### config.mk
export PLATFORM = sky130hd
export DESIGN_NAME = ins_wb
export DESIGN_NICKNAME = d
export VERILOG_FILES = /design/src/rtl/ins_pkg.sv /design/src/rtl/ins_wb_sb.sv /design/src/rtl/ins_wb.sv
export SDC_FILE = /design/constraint.sdc
export NUM_CORES = 2
export LEC_CHECK = 0
export CORE_MARGIN = 2
export CORE_UTILIZATION = 25
export CTS_CLUSTER_DIAMETER = 150
export DETAILED_ROUTE_END_ITERATION = 8
export PLACE_DENSITY = 0.37
export SLEW_MARGIN = 20
export SYNTH_ARGS = -nofsm -noshare
export SYNTH_HDL_FRONTEND = slang
export SYNTH_SLANG_ARGS = --single-unit
export TNS_END_PERCENT = 10
### constraint.sdc
create_clock -name sys_clk -period 4.16 [get_ports sys_clk]
set_input_delay 1.04 -clock sys_clk [delete_from_list [all_inputs] [get_ports sys_clk]]
set_output_delay 1.04 -clock sys_clk [all_outputs]
set_load 0.01 [all_outputs]
### src/rtl/ins_pkg.sv
// Shared pipeline constants and types for the decode/execute/write-back stages.
package ins_pkg;

  localparam int XLEN    = 32;
  localparam int REG_CNT = 32;
  localparam int REG_IDX_W = $clog2(REG_CNT);
  localparam logic [REG_IDX_W-1:0] REG_X0 = 5'd0;

  // One store-buffer entry: byte address and data word travel together.
  typedef struct packed {
    logic [XLEN-1:0] addr;
    logic [XLEN-1:0] val;
  } sb_entry_t;

  // x0 is hardwired to zero: writes are discarded and reads return zero.
  function automatic logic is_x0(input logic [REG_IDX_W-1:0] idx);
    return idx == REG_X0;
  endfunction

endpackage

### src/rtl/ins_wb_sb.sv
// Store buffer: small FIFO between write-back and data memory.
// Head is presented with a valid/ready handshake; a push into a full buffer
// is still accepted when the head drains on the same edge, otherwise it is
// dropped and a sticky overflow flag is raised. Entry storage is not reset:
// the head output is masked to zero whenever the buffer is empty.
module ins_wb_sb #(
  parameter int DEPTH = 4,
  parameter int WIDTH = 64
) (
  input  logic                       clk,
  input  logic                       rst_n,
  input  logic                       push_req,
  input  logic [WIDTH-1:0]           push_data,
  input  logic                       pop_ready,
  output logic                       head_valid,
  output logic [WIDTH-1:0]           head_data,
  output logic [$clog2(DEPTH):0]     count,
  output logic                       full,
  output logic                       ovf
);

  localparam int PW = $clog2(DEPTH);
  localparam int CW = PW + 1;

  logic [WIDTH-1:0] mem [DEPTH];
  logic [PW-1:0]    wr_ptr;
  logic [PW-1:0]    rd_ptr;
  logic [CW-1:0]    cnt;
  logic             ovf_q;
  logic             do_push;
  logic             do_pop;

  // Full and valid come only from the registered count, never from inputs.
  assign full       = (cnt == CW'(DEPTH));
  assign head_valid = (cnt != '0);
  assign head_data  = head_valid ? mem[rd_ptr] : '0;
  assign count      = cnt;
  assign ovf        = ovf_q;

  // A drain on this edge frees a slot, so a push into a full buffer still fits.
  assign do_pop  = head_valid && pop_ready;
  assign do_push = push_req && (!full || do_pop);

  // Control state: pointers wrap naturally because DEPTH is a power of two.
  always_ff @(posedge clk or negedge rst_n) begin
    if (!rst_n) begin
      wr_ptr <= '0;
      rd_ptr <= '0;
      cnt    <= '0;
      ovf_q  <= 1'b0;
    end else begin
      if (do_push) wr_ptr <= wr_ptr + PW'(1);
      if (do_pop)  rd_ptr <= rd_ptr + PW'(1);
      case ({do_push, do_pop})
        2'b10:   cnt <= cnt + CW'(1);
        2'b01:   cnt <= cnt - CW'(1);
        default: cnt <= cnt;
      endcase
      if (push_req && full && !do_pop) ovf_q <= 1'b1;
    end
  end

  // Entry storage: written only on an accepted push.
  always_ff @(posedge clk) begin
    if (do_push) mem[wr_ptr] <= push_data;
  end

endmodule

### src/rtl/ins_wb.sv
// Write-back stage: 32-entry integer register file with same-cycle write
// bypass on both read ports, plus a store buffer draining to data memory.
// Execute drives its requests on the falling edge; everything is captured
// on the rising edge. While reset is asserted all requests are ignored.
module ins_wb
  import ins_pkg::*;
#(
  parameter int              SB_DEPTH    = 4,
  parameter logic [XLEN-1:0] REG_RST_VAL = 32'd0
) (
  input  logic                        sys_clk,
  input  logic                        sys_rst_n,
  input  logic                        reg_w_op,
  input  logic [4:0]                  reg_w_reg_idx,
  input  logic [XLEN-1:0]             reg_w_reg_val,
  input  logic                        mem_w_op,
  input  logic [XLEN-1:0]             mem_w_mem_addr,
  input  logic [XLEN-1:0]             mem_w_mem_val,
  input  logic [4:0]                  rd_rs1,
  output logic [XLEN-1:0]             rd_rs1_val,
  input  logic [4:0]                  rd_rs2,
  output logic [XLEN-1:0]             rd_rs2_val,
  output logic                        dmem_w_valid,
  input  logic                        dmem_w_ready,
  output logic [XLEN-1:0]             dmem_w_addr,
  output logic [XLEN-1:0]             dmem_w_val,
  output logic                        sb_full,
  output logic [$clog2(SB_DEPTH):0]   sb_count,
  output logic                        sb_ovf
);

  logic [XLEN-1:0] regs [REG_CNT];
  logic            wr_en;
  sb_entry_t       push_entry;
  sb_entry_t       head_entry;

  // A write is live only out of reset and never targets x0.
  assign wr_en = sys_rst_n && reg_w_op && !is_x0(reg_w_reg_idx);

  // Register file; entry 0 is never written and never read back.
  always_ff @(posedge sys_clk or negedge sys_rst_n) begin
    if (!sys_rst_n) begin
      for (int i = 0; i < REG_CNT; i++) regs[i] <= REG_RST_VAL;
    end else if (wr_en) begin
      regs[reg_w_reg_idx] <= reg_w_reg_val;
    end
  end

  // Read ports: x0 reads zero, a same-cycle write to the index is forwarded.
  always_comb begin
    rd_rs1_val = regs[rd_rs1];
    rd_rs2_val = regs[rd_rs2];
    if (wr_en && (rd_rs1 == reg_w_reg_idx)) rd_rs1_val = reg_w_reg_val;
    if (wr_en && (rd_rs2 == reg_w_reg_idx)) rd_rs2_val = reg_w_reg_val;
    if (is_x0(rd_rs1)) rd_rs1_val = '0;
    if (is_x0(rd_rs2)) rd_rs2_val = '0;
  end

  assign push_entry.addr = mem_w_mem_addr;
  assign push_entry.val  = mem_w_mem_val;

  ins_wb_sb #(
    .DEPTH (SB_DEPTH),
    .WIDTH ($bits(sb_entry_t))
  ) u_sb (
    .clk        (sys_clk),
    .rst_n      (sys_rst_n),
    .push_req   (mem_w_op),
    .push_data  (push_entry),
    .pop_ready  (dmem_w_ready),
    .head_valid (dmem_w_valid),
    .head_data  (head_entry),
    .count      (sb_count),
    .full       (sb_full),
    .ovf        (sb_ovf)
  );

  assign dmem_w_addr = head_entry.addr;
  assign dmem_w_val  = head_entry.val;

endmodule

==> metrics <==
Hold/Removal Path Class=reg2reg; Clock Sinks=1288; commonest non-fill, non-tap cell in the layout=dfrtp_1; Detail Route Antenna Nets=0; via/cell ratio=5.04; clock slew at reported path FFs=0.06 ns; CP max stage delay=0.48 ns; Cells after DPL=8491; TritonCTS clock tree=done; post-synthesis average cell area=14.6 sq um; CTS buffer count=162; number of port buffers=249; Setup crit start=rd_rs2[0]; cts hold-fix bufs=0; core footprint=263000 sq um; Synth Instances=4513; P&R area growth vs syn=30.8%; PnR worst setup slack=-0.181 ns; total power draw=0.0394 W; final setup fails=43; DIE WIDTH=518 um; Slew HR=31.4%; crit path capture=rd_rs2_val[16]; Clk Latency, worst-skew pair=0.84 ns; H-tree levels=4; crit end category=primary output; grt ovf=0; Synth cell types=68; root buf cell=clkbuf_16; dpl ws=-1.29 ns; GP Congestion=0.810; DRT Wirelength=285 mm; arrival time of the worst setup path=3.30 ns; R2R Path Start=u_sb.count[0]; asr flop ratio synth=80.1%; Main synth FF type=dfrtp_1; clock skew=0.0441 ns; Worst Tran Pin Value=1.03 ns; vias in the first global route=47.2k; Yosys Warn Count=0; I/O pin cnt=250; clock tree buffer depth=3; Pleak=36.8 nW; r2r worst-path depth=6; Finished Layout Cells=8924; failing checks=negative setup slack; CP max-delay cell=mux4_2; Post-synth EDFFs=256; Pre-Repair DR Iteration Count=7; power density over cell area=457 nW/um^2; R2R setup slack=1.59 ns; die height=518 um; type of the worst setup path=in2out; total number of vias=45.0k; DP HPWL=187 mm; Synth Net Count=4635; minimum clock period=4.34 ns; initial antenna violation count=15; Starting Density=25.2%; Seq/Total Area, Yosys=50.7%; Fin. Hold Viols=0; Highest Clock Rate=230 MHz; Synth Register Bits=1288; Site Rows=188; Netlist Area Pre-Place=66000 sq um; largest net degree at the start of global routing=151; max_cap viols=0; Nets=5402; # DRC=0; die footprint=268000 sq um; Peak VDD IR=0.000380 V; crit-path max FO=8; RSZ-0062 raised after global routing=yes; FF-to-FF End=u_sb.mem[0][54]; required time of the worst setup path=3.12 ns; crit-path cells=buf_16, buf_16, buf_12, buf_12, mux4_2, mux2i_1, o21ai_1, buf_4, nor4_4, nor3_2, buf_2; Slew Viols, Final=0; GRT Total Usage=20.9%; crit start category=input port; initial detailed-routing violation count=3012; final period utilization=104%; wire per inst=31.9 um; most frequent cells in the layout=dfrtp_1 (1030), mux2_2 (1000), buf_4 (553); global-route wire length before repair=398 mm; status=finished with violations; layout cell share with drive strength beyond 1=51.4%
-- Yosys cell counts (30+ instances only) --
cell type	n	area (sq um)
and2_1	75	469
a22oi_1	90	676
edfxtp_1	256	7690
o21ai_0	40	200
nand3_1	36	180
clkbuf_1	203	762
buf_2	166	831
nand2_1	92	345
dfrtp_1	1032	25800
mux4_2	405	9120
a221oi_1	59	517
nor2_1	174	653
nor3_1	70	350
buf_4	30	225
mux2i_1	339	3390
a21oi_1	56	280
o211ai_1	32	240
buf_6	39	439
mux2_2	1000	11300
o22ai_1	72	450
-- power by group --
group,internal [W],total (W),switching [W]
Clock,0.00801,0.0141,0.00608
Sequential,0.0147,0.0159,0.00112
Combinational,0.00503,0.00951,0.00447
-- worst max-delay path, delay by kind of cell --
kind / cells / cell delay (ns)
AOI/OAI and AO/OA: 1 / 0.12
buffers and inverters: 6 / 0.91
and+or+nand+nor: 2 / 0.51
muxes: 2 / 0.68
-- per-layer routing --
| layer | vias up | wire, um | global-route usage [%] |
|---|---|---|---|
| li1 | 18900 | - | - |
| met1 | 24700 | 131000 | 29.1 |
| met2 | 1067 | 135000 | 33.9 |
| met3 | 299 | 12700 | 3.50 |
| met4 | 14 | 6450 | 4.98 |
| met5 | - | 93 | 0 |
-- cells by family after synthesis --
group	after synthesis	synth area share, %
multiplexers	1748	36.1
flip-flops	1288	50.7
AND/OR/NAND/NOR	518	3.81
buffers and inverters	480	4.15
AO/OA/AOI/OAI	457	4.87
XOR/XNOR	16	0.212
adder cells (fa/ha/maj)	6	0.125
-- cell type report --
class	count	area, sq um
Clock buffer	239	4660
Timing Repair Buffer	1071	11700
Tap cell	3515	4400
Inverter	12	48.8
Fill cell	26000	176000
Antenna cell	5	12.5
Multi-Input combinational cell	2745	31400
Sequential cell	1288	33500
Clock inverter	49	618
-- flip-flops by register name, indices dropped and copies added, names as in the netlist --
register and cells:
regs 1024, u_sb.count 3, u_sb.mem 256, u_sb.ovf 1
u_sb.rd_ptr 2, u_sb.wr_ptr 2
-- how the worst min path moves through the flow --
stage          startpoint          to  slack [ns]  cells past startpoint
6_report        regs[997]   regs[997]        0.39                      0
3_3_place_gp   regs[1010]  regs[1010]        0.38                      0
5_1_grt         regs[992]   regs[992]        0.41                      0
2_1_floorplan  regs[1000]  regs[1000]        0.44                      1
4_1_cts         sys_rst_n   regs[960]        0.35                      2
3_5_place_dp   regs[1004]  regs[1004]        0.38                      0
-- timing repair --
action,in CTS,in global routing
pin swaps,77,31
buffers inserted,95,41
endpoints found under the setup margin,119,85
resized for setup,549,80
cloned,13,1
-- per-stage QoR --
stage	hold slack [ns]	setup TNS (ns)	cell area [sq um]	util, %
floorplan	0.441	0	66000	-
global placement	0.377	-54.19	77800	29.6
detailed placement	0.384	-52.80	77800	29.6
CTS	0.354	-3.59	85800	32.7
global route	0.405	-5.23	86400	32.9
finish	0.392	-2.11	86400	32.9
(Power assumes the default switching activity.)
